<file path="config.mk">
export PLATFORM = sky130hd
export DESIGN_NAME = pipe_rr_injector_flat
export DESIGN_NICKNAME = d
export VERILOG_FILES = /design/src/rtl/pipe_rr_injector_if.sv /design/src/rtl/pipe_rr_injector.sv /design/src/flat_wrapper.sv
export SDC_FILE = /design/constraint.sdc
export NUM_CORES = 1
export LEC_CHECK = 0
export CORE_MARGIN = 1
export CORE_UTILIZATION = 40
export DETAILED_ROUTE_END_ITERATION = 6
export PLACE_DENSITY = 0.71
export SLEW_MARGIN = 10
export SYNTH_ARGS = -nofsm -noshare
export SYNTH_HDL_FRONTEND = slang
export SYNTH_SLANG_ARGS = --single-unit
</file>
<file path="constraint.sdc">
create_clock -name clk -period 3.1 [get_ports clk]
set_input_delay 0.62 -clock clk [delete_from_list [all_inputs] [get_ports clk]]
set_output_delay 0.62 -clock clk [all_outputs]
set_load 0.01 [all_outputs]
</file>
<file path="src/rtl/pipe_rr_injector_if.sv">
// Bundle between the clocked requesters, the injector and the async pipeline input.
// master = injector side; slave = requesters plus the first pipeline stage.
interface pipe_rr_injector_if #(
    parameter int NREQ = 4,
    parameter int DW   = 3
);
    logic [NREQ-1:0]    src_valid;
    logic [NREQ*DW-1:0] src_data;
    logic [NREQ-1:0]    src_ready;
    logic               pipe_req;
    logic [DW-1:0]      pipe_data;
    logic               pipe_ack;

    modport master (
        input  src_valid, src_data, pipe_ack,
        output src_ready, pipe_req, pipe_data
    );

    modport slave (
        output src_valid, src_data, pipe_ack,
        input  src_ready, pipe_req, pipe_data
    );
endinterface

</file>
<file path="src/rtl/pipe_rr_injector.sv">
// Round-robin injector feeding a 4-phase req/ack bundled-data pipeline.
// Optional watchdog: define PIPE_INJ_TIMEOUT_EN.
module pipe_rr_injector #(
    parameter int NREQ        = 4,
    parameter int DW          = 3,
    parameter int SYNC_STAGES = 2,
    parameter int TIMEOUT_CYC = 255
) (
    input  logic                    clk,
    input  logic                    rst,
    pipe_rr_injector_if.master      bus,
    output logic                    busy,
    output logic [$clog2(NREQ)-1:0] grant_id,
    output logic [15:0]             sent_cnt,
    output logic                    timeout_err
);
    localparam int IW = $clog2(NREQ);

    typedef enum logic [1:0] {
        IDLE,
        SETUP,
        REQ_HI,
        REQ_LO
    } state_e;

    state_e                 state_q, state_d;
    logic [SYNC_STAGES-1:0] sync_q, sync_d;
    logic [IW-1:0]          ptr_q, ptr_d;
    logic [IW-1:0]          gid_q, gid_d;
    logic                   req_q, req_d;
    logic [DW-1:0]          data_q, data_d;
    logic [15:0]            cnt_q, cnt_d;
    logic [IW-1:0]          pick;
    logic                   found;
    logic                   ack_s;
    logic                   xfer;
    logic [NREQ-1:0]        ready;

    function automatic logic [IW-1:0] wrap(input int v);
        return IW'(v % NREQ);
    endfunction

    assign sync_d = {sync_q[SYNC_STAGES-2:0], bus.pipe_ack};
    assign ack_s  = sync_q[SYNC_STAGES-1];

    // First valid requester at or after ptr, searching cyclically.
    always_comb begin
        pick  = '0;
        found = 1'b0;
        for (int k = 0; k < NREQ; k++) begin
            if (!found && bus.src_valid[wrap(int'(ptr_q) + k)]) begin
                found = 1'b1;
                pick  = wrap(int'(ptr_q) + k);
            end
        end
    end

    assign xfer = (state_q == IDLE) && found && !rst;

    always_comb begin
        ready = '0;
        if (xfer) begin
            ready[pick] = 1'b1;
        end
    end

    always_comb begin
        state_d = state_q;
        ptr_d   = ptr_q;
        gid_d   = gid_q;
        req_d   = req_q;
        data_d  = data_q;
        cnt_d   = cnt_q;
        unique case (state_q)
            IDLE: begin
                if (xfer) begin
                    data_d  = bus.src_data[pick*DW +: DW];
                    gid_d   = pick;
                    ptr_d   = wrap(int'(pick) + 1);
                    state_d = SETUP;
                end
            end
            SETUP: begin
                if (!ack_s) begin
                    req_d   = 1'b1;
                    state_d = REQ_HI;
                end
            end
            REQ_HI: begin
                if (ack_s) begin
                    req_d   = 1'b0;
                    state_d = REQ_LO;
                end
            end
            REQ_LO: begin
                if (!ack_s) begin
                    cnt_d   = cnt_q + 16'd1;
                    state_d = IDLE;
                end
            end
            default: state_d = IDLE;
        endcase
    end

    always_ff @(posedge clk) begin
        if (rst) begin
            state_q <= IDLE;
            sync_q  <= '0;
            ptr_q   <= '0;
            gid_q   <= '0;
            req_q   <= 1'b0;
            data_q  <= '0;
            cnt_q   <= '0;
        end else begin
            state_q <= state_d;
            sync_q  <= sync_d;
            ptr_q   <= ptr_d;
            gid_q   <= gid_d;
            req_q   <= req_d;
            data_q  <= data_d;
            cnt_q   <= cnt_d;
        end
    end

`ifdef PIPE_INJ_TIMEOUT_EN
    logic [15:0] wd_q, wd_d;
    logic        err_q, err_d;
    logic        waiting;

    assign waiting = (state_q == REQ_HI) || (state_q == REQ_LO);

    // Restart on every phase change; saturate so a stuck ack cannot wrap.
    always_comb begin
        wd_d  = wd_q;
        err_d = err_q;
        if ((state_d != state_q) &&
            ((state_d == REQ_HI) || (state_d == REQ_LO))) begin
            wd_d = '0;
        end else if (waiting && (wd_q != 16'hFFFF)) begin
            wd_d = wd_q + 16'd1;
        end
        if (waiting && (wd_q == 16'(TIMEOUT_CYC))) begin
            err_d = 1'b1;
        end
    end

    always_ff @(posedge clk) begin
        if (rst) begin
            wd_q  <= '0;
            err_q <= 1'b0;
        end else begin
            wd_q  <= wd_d;
            err_q <= err_d;
        end
    end

    assign timeout_err = err_q;
`else
    assign timeout_err = 1'b0;
`endif

    assign busy          = (state_q != IDLE);
    assign grant_id      = gid_q;
    assign sent_cnt      = cnt_q;
    assign bus.src_ready = ready;
    assign bus.pipe_req  = req_q;
    assign bus.pipe_data = data_q;
endmodule

</file>
<file path="src/flat_wrapper.sv">
// flat-port wrapper written by rule: the top's interface ports become plain ports
module pipe_rr_injector_flat 
#(
    parameter int NREQ        = 4,
    parameter int DW          = 3,
    parameter int SYNC_STAGES = 2,
    parameter int TIMEOUT_CYC = 255
)
  (clk, rst, busy, grant_id, sent_cnt, timeout_err, bus_src_valid, bus_src_data, bus_pipe_ack, bus_src_ready, bus_pipe_req, bus_pipe_data);
  pipe_rr_injector_if #(.NREQ(NREQ), .DW(DW)) bus_i ();
  input  logic clk;
  input  logic rst;
  output logic busy;
  output logic [$clog2(NREQ)-1:0] grant_id;
  output logic [15:0] sent_cnt;
  output logic timeout_err;
  input wire logic [$bits(bus_i.src_valid)-1:0] bus_src_valid;
  input wire logic [$bits(bus_i.src_data)-1:0] bus_src_data;
  input wire logic [$bits(bus_i.pipe_ack)-1:0] bus_pipe_ack;
  output wire logic [$bits(bus_i.src_ready)-1:0] bus_src_ready;
  output wire logic [$bits(bus_i.pipe_req)-1:0] bus_pipe_req;
  output wire logic [$bits(bus_i.pipe_data)-1:0] bus_pipe_data;
  assign bus_i.src_valid = bus_src_valid;
  assign bus_i.src_data = bus_src_data;
  assign bus_i.pipe_ack = bus_pipe_ack;
  assign bus_src_ready = bus_i.src_ready;
  assign bus_pipe_req = bus_i.pipe_req;
  assign bus_pipe_data = bus_i.pipe_data;
  pipe_rr_injector #(.NREQ(NREQ), .DW(DW), .SYNC_STAGES(SYNC_STAGES), .TIMEOUT_CYC(TIMEOUT_CYC)) u_core (.clk(clk), .rst(rst), .bus(bus_i), .busy(busy), .grant_id(grant_id), .sent_cnt(sent_cnt), .timeout_err(timeout_err));
endmodule
</file>
==> impl_summary.log, run 1 <==
[metrics] number of filler cells placed in the layout: 286
[metrics] Worst EP arrival: 2.37 ns
[metrics] IO Port Bufs: 45
[metrics] worst setup path startpoint: bus_src_valid[0]
[metrics] DR vias/cell: 4.91
[metrics] depth of the worst register-to-register path: 6
[metrics] Sequential Area: 561 µm²
[metrics] share of power burned in registers: 39.3%
[metrics] Cell Count, Final, Fillers Out: 261
[metrics] placed insts: 256
[metrics] Worst IR Drop VDD: 0.324 mV
[metrics] drt total wl: 3140 µm
[metrics] clock sink count: 28
[metrics] via count of the first global-routing pass: 1225
[metrics] Detailed Place HPWL: 2460 µm
[metrics] DRT iter0 DRCs: 54
[metrics] Ports: 47
[metrics] period utilization: 96.3%
[metrics] full die area: 3820 µm²
[metrics] final worst path period need: 2.99 ns
[metrics] TritonCTS clock tree: built
[metrics] most used cells in the layout excluding fill and tap cells: sky130_fd_sc_hd__clkdlybuf4s50_1, sky130_fd_sc_hd__dfxtp_1, sky130_fd_sc_hd__nor2_1, sky130_fd_sc_hd__buf_4, sky130_fd_sc_hd__ha_1
[metrics] pwr/cell area: 586 nW/µm²
[metrics] layout-stage area growth over the synthesis result: 43.9%
[metrics] placer congestion estimate: 0.725
[metrics] slowest cell delay on critical path: 0.46 ns
[metrics] worst clock skew: 0.00371 ns
[metrics] most frequent cell on the critical path: sky130_fd_sc_hd__buf_4
[metrics] Post-Syn Nets: 185
[metrics] Setup crit end: bus_src_ready[1]
[metrics] Num CTS Buffers: 3
[metrics] GR Util All Layers: 17.7%
[metrics] status: complete, no violations
[metrics] critical path type: in -> out
[metrics] Synth Area per Inst: 9.18 µm²
[metrics] drt wl/cell: 12.0 µm
[metrics] Yosys warning total: 0
[metrics] CTS max path bufs: 2
[metrics] die outline height: 61.8 µm
[metrics] max-capacitance violation count: 0
[metrics] count of vias placed by the detailed router: 1282
[metrics] number of distinct standard cells referenced by the synthesized netlist: 37
[metrics] dominant delay contributor by cell family on the critical path: buffers and inverters
[metrics] area taken by multi-input logic gates: 827 µm²
[metrics] Crit. path cell count: 9
[metrics] total internal power: 0.796 mW
[metrics] sw power: 0.413 mW
[metrics] kind of launch point of the worst setup path: input pin
[metrics] Final Max Slew Viols: 0
[metrics] most common library cell in the layout ignoring fill and taps: sky130_fd_sc_hd__clkdlybuf4s50_1
[metrics] Hold Fails Final Rpt: 0
[metrics] count of antenna-violating nets left after detailed routing: 0
[metrics] data required time of the worst path: 2.48 ns
[metrics] sum of buffers and inverters on the critical path: 5
[metrics] capturing element type of the critical path: output port
[metrics] gr ovfl total: 0
[metrics] flip-flop cell with the highest count after synthesis: sky130_fd_sc_hd__dfxtp_1
[metrics] ANT cells: 0
[metrics] number of antenna violations at the first check in global routing: 0
[metrics] min-delay worst type: reg -> reg
[metrics] Mapped Cells: 156
[metrics] Design Power: 1.21 mW
[metrics] fraction of layout cells with a size suffix above 1: 12.1%
[metrics] area of the mapped netlist: 1430 µm²
[metrics] Floorplan Core Area: 3390 µm²
[metrics] clock transition at the register clock pins on the worst setup and hold paths after CTS: 0.13 ns
[metrics] first-pass GRT wire length: 5030 µm
[metrics] Clk Latency, worst-skew pair: 0.31 ns
[metrics] number of flip-flops and latches in the synthesized netlist: 28
[metrics] slowest stage cell, crit path: sky130_fd_sc_hd__clkdlybuf4s50_1
[metrics] clock root buffer master: sky130_fd_sc_hd__clkbuf_4
[metrics] starting density of the core: 42.3%
[metrics] Die Wd: 61.8 µm
[metrics] Post-synth EDFFs: 0
[metrics] count of standard-cell rows: 21
[metrics] fin nets: 246
[metrics] fraction of power consumed by combinational cells: 49.2%
[metrics] hold buffers post-CTS: 0
[metrics] post-synthesis sequential area ratio: 39.1%
[metrics] switch share: 34.1%
[metrics] Clock Power Share: 11.5%
[metrics] RR Endpoint: u_core.bus.pipe_data[1]
[metrics] ys async rst share: 0%
[metrics] count of H-tree levels built during CTS: 1
[metrics] register-to-register path setup slack: 1.06 ns
[metrics] critical path peak fanout: 4
[metrics] count of final setup violators: 0
[metrics] cell breakdown of the critical path: clkdlybuf4s50_1 > buf_4 > a21oi_1 > o22ai_2 > buf_4 > buf_4 > ha_1 > and2_1 > clkdlybuf4s15_1
[metrics] Worst R2R Start: u_core.ptr_q[1]
[metrics] static leakage power: 0.800 nW
[metrics] largest net degree at the start of global routing: 25
[metrics] post-detailed-route DRC marker count: 0
[metrics] unrepaired setup endpoints after global routing: false
[metrics] DR pass1 iterations: 4
[metrics] maximum clock rate: 335 MHz
## layer usage
layer | track usage, % | part of all wire (%) | wire length (µm)
met5 | 0 | 0 | 0
met2 | 32.6 | 53 | 1650
met3 | 2.48 | 2.2 | 70
met4 | 7.62 | 1.1 | 34
met1 | 20.4 | 44 | 1380
## power by group through the flow
stage               logic, mW  clock network (mW)  registers (mW)
finish                  0.594               0.139           0.475
floorplan               0.318                   0           0.487
detailed placement      0.580                   0           0.481
global placement        0.560                   0           0.477
global route            0.653               0.162           0.483
CTS                     0.594               0.145           0.475
## through the flow
step                      hold WS [ns]  setup TNS [ns]  util [%]  setup slack [ns]  area [µm²]
after floorplan                  0.414               0         -             0.812        1430
after global placement           0.426          -0.435      59.5            -0.127        2020
after detailed placement         0.449          -0.751      59.5            -0.229        2020
after CTS                        0.473               0      60.8             0.102        2060
after global routing             0.482               0      60.8            0.0207        2060
final                            0.470               0      60.8             0.114        2060
## cell families after synthesis
logic type | after synthesis | share of synthesized area (%)
mux | 6 | 5.94
flops | 28 | 39.1
buf+inv | 12 | 3.93
xor+xnor | 11 | 6.72
other cells | 1 | 0.262
fa+ha+maj | 10 | 8.73
compound gates | 28 | 13.4
simple gates | 60 | 21.9
## cell type report
class / count / area share (%)
Timing Repair Buffer: 61 / 27.5
Clock buffer: 3 / 1.09
Tap cell: 46 / 2.79
Multi-Input combinational cell: 116 / 40.1
Sequential cell: 28 / 27.2
Inverter: 7 / 1.27
## how the worst min path moves through the flow
stage | startpoint | end | cells past startpoint
2_1_floorplan | u_core.sync_q[0] | u_core.sync_q[1] | 1
5_1_grt | u_core.sync_q[0] | u_core.sync_q[1] | 1
3_5_place_dp | u_core.sync_q[0] | u_core.sync_q[1] | 1
4_1_cts | u_core.sync_q[0] | u_core.sync_q[1] | 1
3_3_place_gp | u_core.sync_q[0] | u_core.sync_q[1] | 1
6_report | u_core.sync_q[0] | u_core.sync_q[1] | 1
## worst register-to-register path: stages (launching register included)
cell and delay [ns]:
sky130_fd_sc_hd__dfxtp_1 0.47, sky130_fd_sc_hd__mux2i_1 0.22, sky130_fd_sc_hd__nor2_1 0.08, sky130_fd_sc_hd__or3_4 0.43
sky130_fd_sc_hd__buf_4 0.16, sky130_fd_sc_hd__a221o_1 0.34, sky130_fd_sc_hd__a32o_1 0.26
## synth_stat cells (all sizes together) (3+ instances only)
master  instances  area (µm²)
nand2           8        30.0
nor2b           5        31.3
a22o            5        43.8
nor2           18        67.6
o21ai           7        35.0
ha             10         125
inv             7        26.3
nand4           3        18.8
clkbuf          3        11.3
nand3           4        20.0
xnor2           6        52.6
a21oi           8        43.8
and2            4        25.0
nor3            4        20.0
dfxtp          28         561
xor2            5        43.8
mux2i           4        40.0
or3             5        31.3
## repair_timing
action,4_1_cts,5_1_grt
setup buffers,2,0
resized for setup,6,2
endpoints found under the setup margin,4,2
pin swaps,1,0
## sequential cells by signal, indices dropped and copies added, names as in the netlist
signal / flops
u_core.bus.pipe_req: 1
u_core.grant_id: 2
u_core.sync_q: 2
u_core.bus.pipe_data: 3
u_core.ptr_q: 2
u_core.sent_cnt: 16
u_core.state_q: 2
Note: power is estimated with default switching activity, not from simulation.
==> run 2, diff against run 1 <==
==> constraint.sdc (replaced) <==
create_clock -name clk -period 2.8 [get_ports clk]
set_input_delay 0.56 -clock clk [delete_from_list [all_inputs] [get_ports clk]]
set_output_delay 0.56 -clock clk [all_outputs]
set_load 0.01 [all_outputs]
==> impl_summary.log, run 2 (synthesis results as in run 1) <==
[metrics] global-route track usage on met2: 33.5%
[metrics] DR pass1 iterations: 4
[metrics] starting density of the core: 42.3%
[metrics] depth of the worst register-to-register path: 7
[metrics] Clk Latency, worst-skew pair: 0.31 ns
[metrics] number of antenna violations at the first check in global routing: 0
[metrics] clock transition at the register clock pins on the worst setup and hold paths after CTS: 0.13 ns
[metrics] static leakage power: 0.812 nW
[metrics] kind of launch point of the worst setup path: input pin
[metrics] critical path type: in -> out
[metrics] flip-flop count of the largest register after layout: 16
[metrics] Ports: 47
[metrics] Detailed Place HPWL: 2460 µm
[metrics] capturing element type of the critical path: output port
[metrics] post-detailed-route DRC marker count: 0
[metrics] critical path peak fanout: 4
[metrics] Final Max Slew Viols: 0
[metrics] TritonCTS clock tree: built
[metrics] hold buffers post-CTS: 0
[metrics] min-delay worst type: reg -> reg
[metrics] most used cells in the layout excluding fill and tap cells: sky130_fd_sc_hd__clkdlybuf4s50_1, sky130_fd_sc_hd__dfxtp_1, sky130_fd_sc_hd__nor2_1, sky130_fd_sc_hd__buf_4, sky130_fd_sc_hd__ha_1
[metrics] status: complete, no violations
[metrics] placer congestion estimate: 0.725
[metrics] Finished Core Util: 60.9%
[metrics] layout-stage area growth over the synthesis result: 44.1%
[metrics] first-pass GRT wire length: 5140 µm
[metrics] fraction of layout cells with a size suffix above 1: 13.4%
[metrics] unrepaired setup endpoints after global routing: false
[metrics] count of final setup violators: 0
[metrics] Die Wd: 61.8 µm
[metrics] Worst IR Drop VDD: 0.359 mV
[metrics] Hold Fails Final Rpt: 0
[metrics] slowest stage cell, crit path: sky130_fd_sc_hd__dlygate4sd2_1
[metrics] GR Util All Layers: 18.1%
[metrics] max-capacitance violation count: 0
[metrics] met3 track demand over resource in global routing: 2.48%
[metrics] cell count of the worst hold path: 1
[metrics] cell breakdown of the critical path: dlygate4sd2_1 > buf_4 > a21oi_1 > o22ai_2 > buf_4 > buf_4 > ha_1 > and2_1 > clkdlybuf4s15_1
[metrics] DRT iter0 DRCs: 66
[metrics] most frequent cell on the critical path: sky130_fd_sc_hd__buf_4
[metrics] count of antenna-violating nets left after detailed routing: 0
[metrics] period utilization: 95.3%
[metrics] most common library cell in the layout ignoring fill and taps: sky130_fd_sc_hd__clkdlybuf4s50_1
[metrics] slowest cell delay on critical path: 0.27 ns
[metrics] count of vias placed by the detailed router: 1298
[metrics] global-route track usage on met1: 20.5%
[metrics] clock root buffer master: sky130_fd_sc_hd__clkbuf_4
[metrics] maximum clock rate: 375 MHz
[metrics] largest net degree at the start of global routing: 25
[metrics] CTS max path bufs: 2
[metrics] DR vias/cell: 4.95
[metrics] final worst path period need: 2.67 ns
[metrics] Floorplan Core Area: 3390 µm²
[metrics] data required time of the worst path: 2.24 ns
[metrics] fin nets: 247
[metrics] clock sink count: 28
[metrics] Num CTS Buffers: 3
[metrics] GRT Max-Usage Layer: met2
[metrics] IO Port Bufs: 45
[metrics] drt total wl: 3180 µm
[metrics] drt wl/cell: 12.1 µm
[metrics] Worst EP arrival: 2.11 ns
[metrics] gr ovfl total: 0
[metrics] count of H-tree levels built during CTS: 1
[metrics] final-layout worst hold slack: 0.470 ns
[metrics] die outline height: 61.8 µm
[metrics] via count of the first global-routing pass: 1246
[metrics] Design Power: 1.35 mW
[metrics] pwr/cell area: 655 nW/µm²
[metrics] count of standard-cell rows: 21
[metrics] ANT cells: 0
[metrics] worst clock skew: 0.00419 ns
[metrics] full die area: 3820 µm²
run 2: cell count changes in the layout (fill, tap and decap cells not counted):
| cell | delta |
|---|---|
| sky130_fd_sc_hd__dfxtp_1 | -1 |
| sky130_fd_sc_hd__inv_2 | +1 |
| sky130_fd_sc_hd__dfxtp_2 | +1 |
| sky130_fd_sc_hd__inv_1 | -1 |
| sky130_fd_sc_hd__dlygate4sd2_1 | +5 |
| sky130_fd_sc_hd__clkdlybuf4s50_1 | -4 |
| sky130_fd_sc_hd__clkdlybuf4s15_1 | -1 |
| sky130_fd_sc_hd__buf_4 | +1 |
run 2: final timing paths:
| kind | startpoint | endpoint | slack (ns) |
|---|---|---|---|
| max reg2reg | u_core.ptr_q[1] | u_core.bus.pipe_data[1] | 0.74 |
| min reg2reg | u_core.sync_q[0] | u_core.sync_q[1] | 0.47 |
| max | bus_src_valid[0] | bus_src_ready[1] | 0.13 |
| min | u_core.sync_q[0] | u_core.sync_q[1] | 0.47 |
run 2: power by group:
part	internal, mW	switching [mW]
registers	0.470	0.0581
clock network	0.0503	0.103
logic	0.369	0.302
run 2: metal layers:
metal | up-vias | wire, µm
met1 | 596 | 1380
met2 | 31 | 1680
met3 | 4 | 72
li1 | 667 | -
met5 | - | 0
met4 | 0 | 46
run 2: worst max-delay path, delay by kind of cell:
| kind | cells | cell delay, ns |
|---|---|---|
| adders and majority gates | 1 | 0.17 |
| buffers and inverters | 5 | 0.91 |
| AOI/OAI and AO/OA | 2 | 0.32 |
| and+or+nand+nor | 1 | 0.14 |
run 2: layout make-up:
class                      instances  area (µm²)
fill                             283        1330
inverter                           7        26.3
clock buffer                       3        22.5
sequential                        28         562
tap                               46        57.6
timing repair buffer              62         569
multi-input combinational        116         827
run 2: through the flow:
step / cells / instance area (µm²) / setup TNS (ns) / setup slack (ns)
6_report: 262 / 2060 / 0 / 0.131
5_1_grt: 262 / 2060 / 0 / 0.0607
4_1_cts: 262 / 2060 / 0 / 0.136
3_5_place_dp: 256 / 2020 / -1.47 / -0.409
3_3_place_gp: 256 / 2020 / -1.16 / -0.307
2_1_floorplan: 156 / 1430 / 0 / 0.632
run 2: repair_timing:
| item | 4_1_cts | 5_1_grt |
|---|---|---|
| resized for setup | 12 | 1 |
| pin swaps | 2 | 0 |
| setup endpoints to repair | 4 | 1 |
| setup buffers | 3 | 0 |
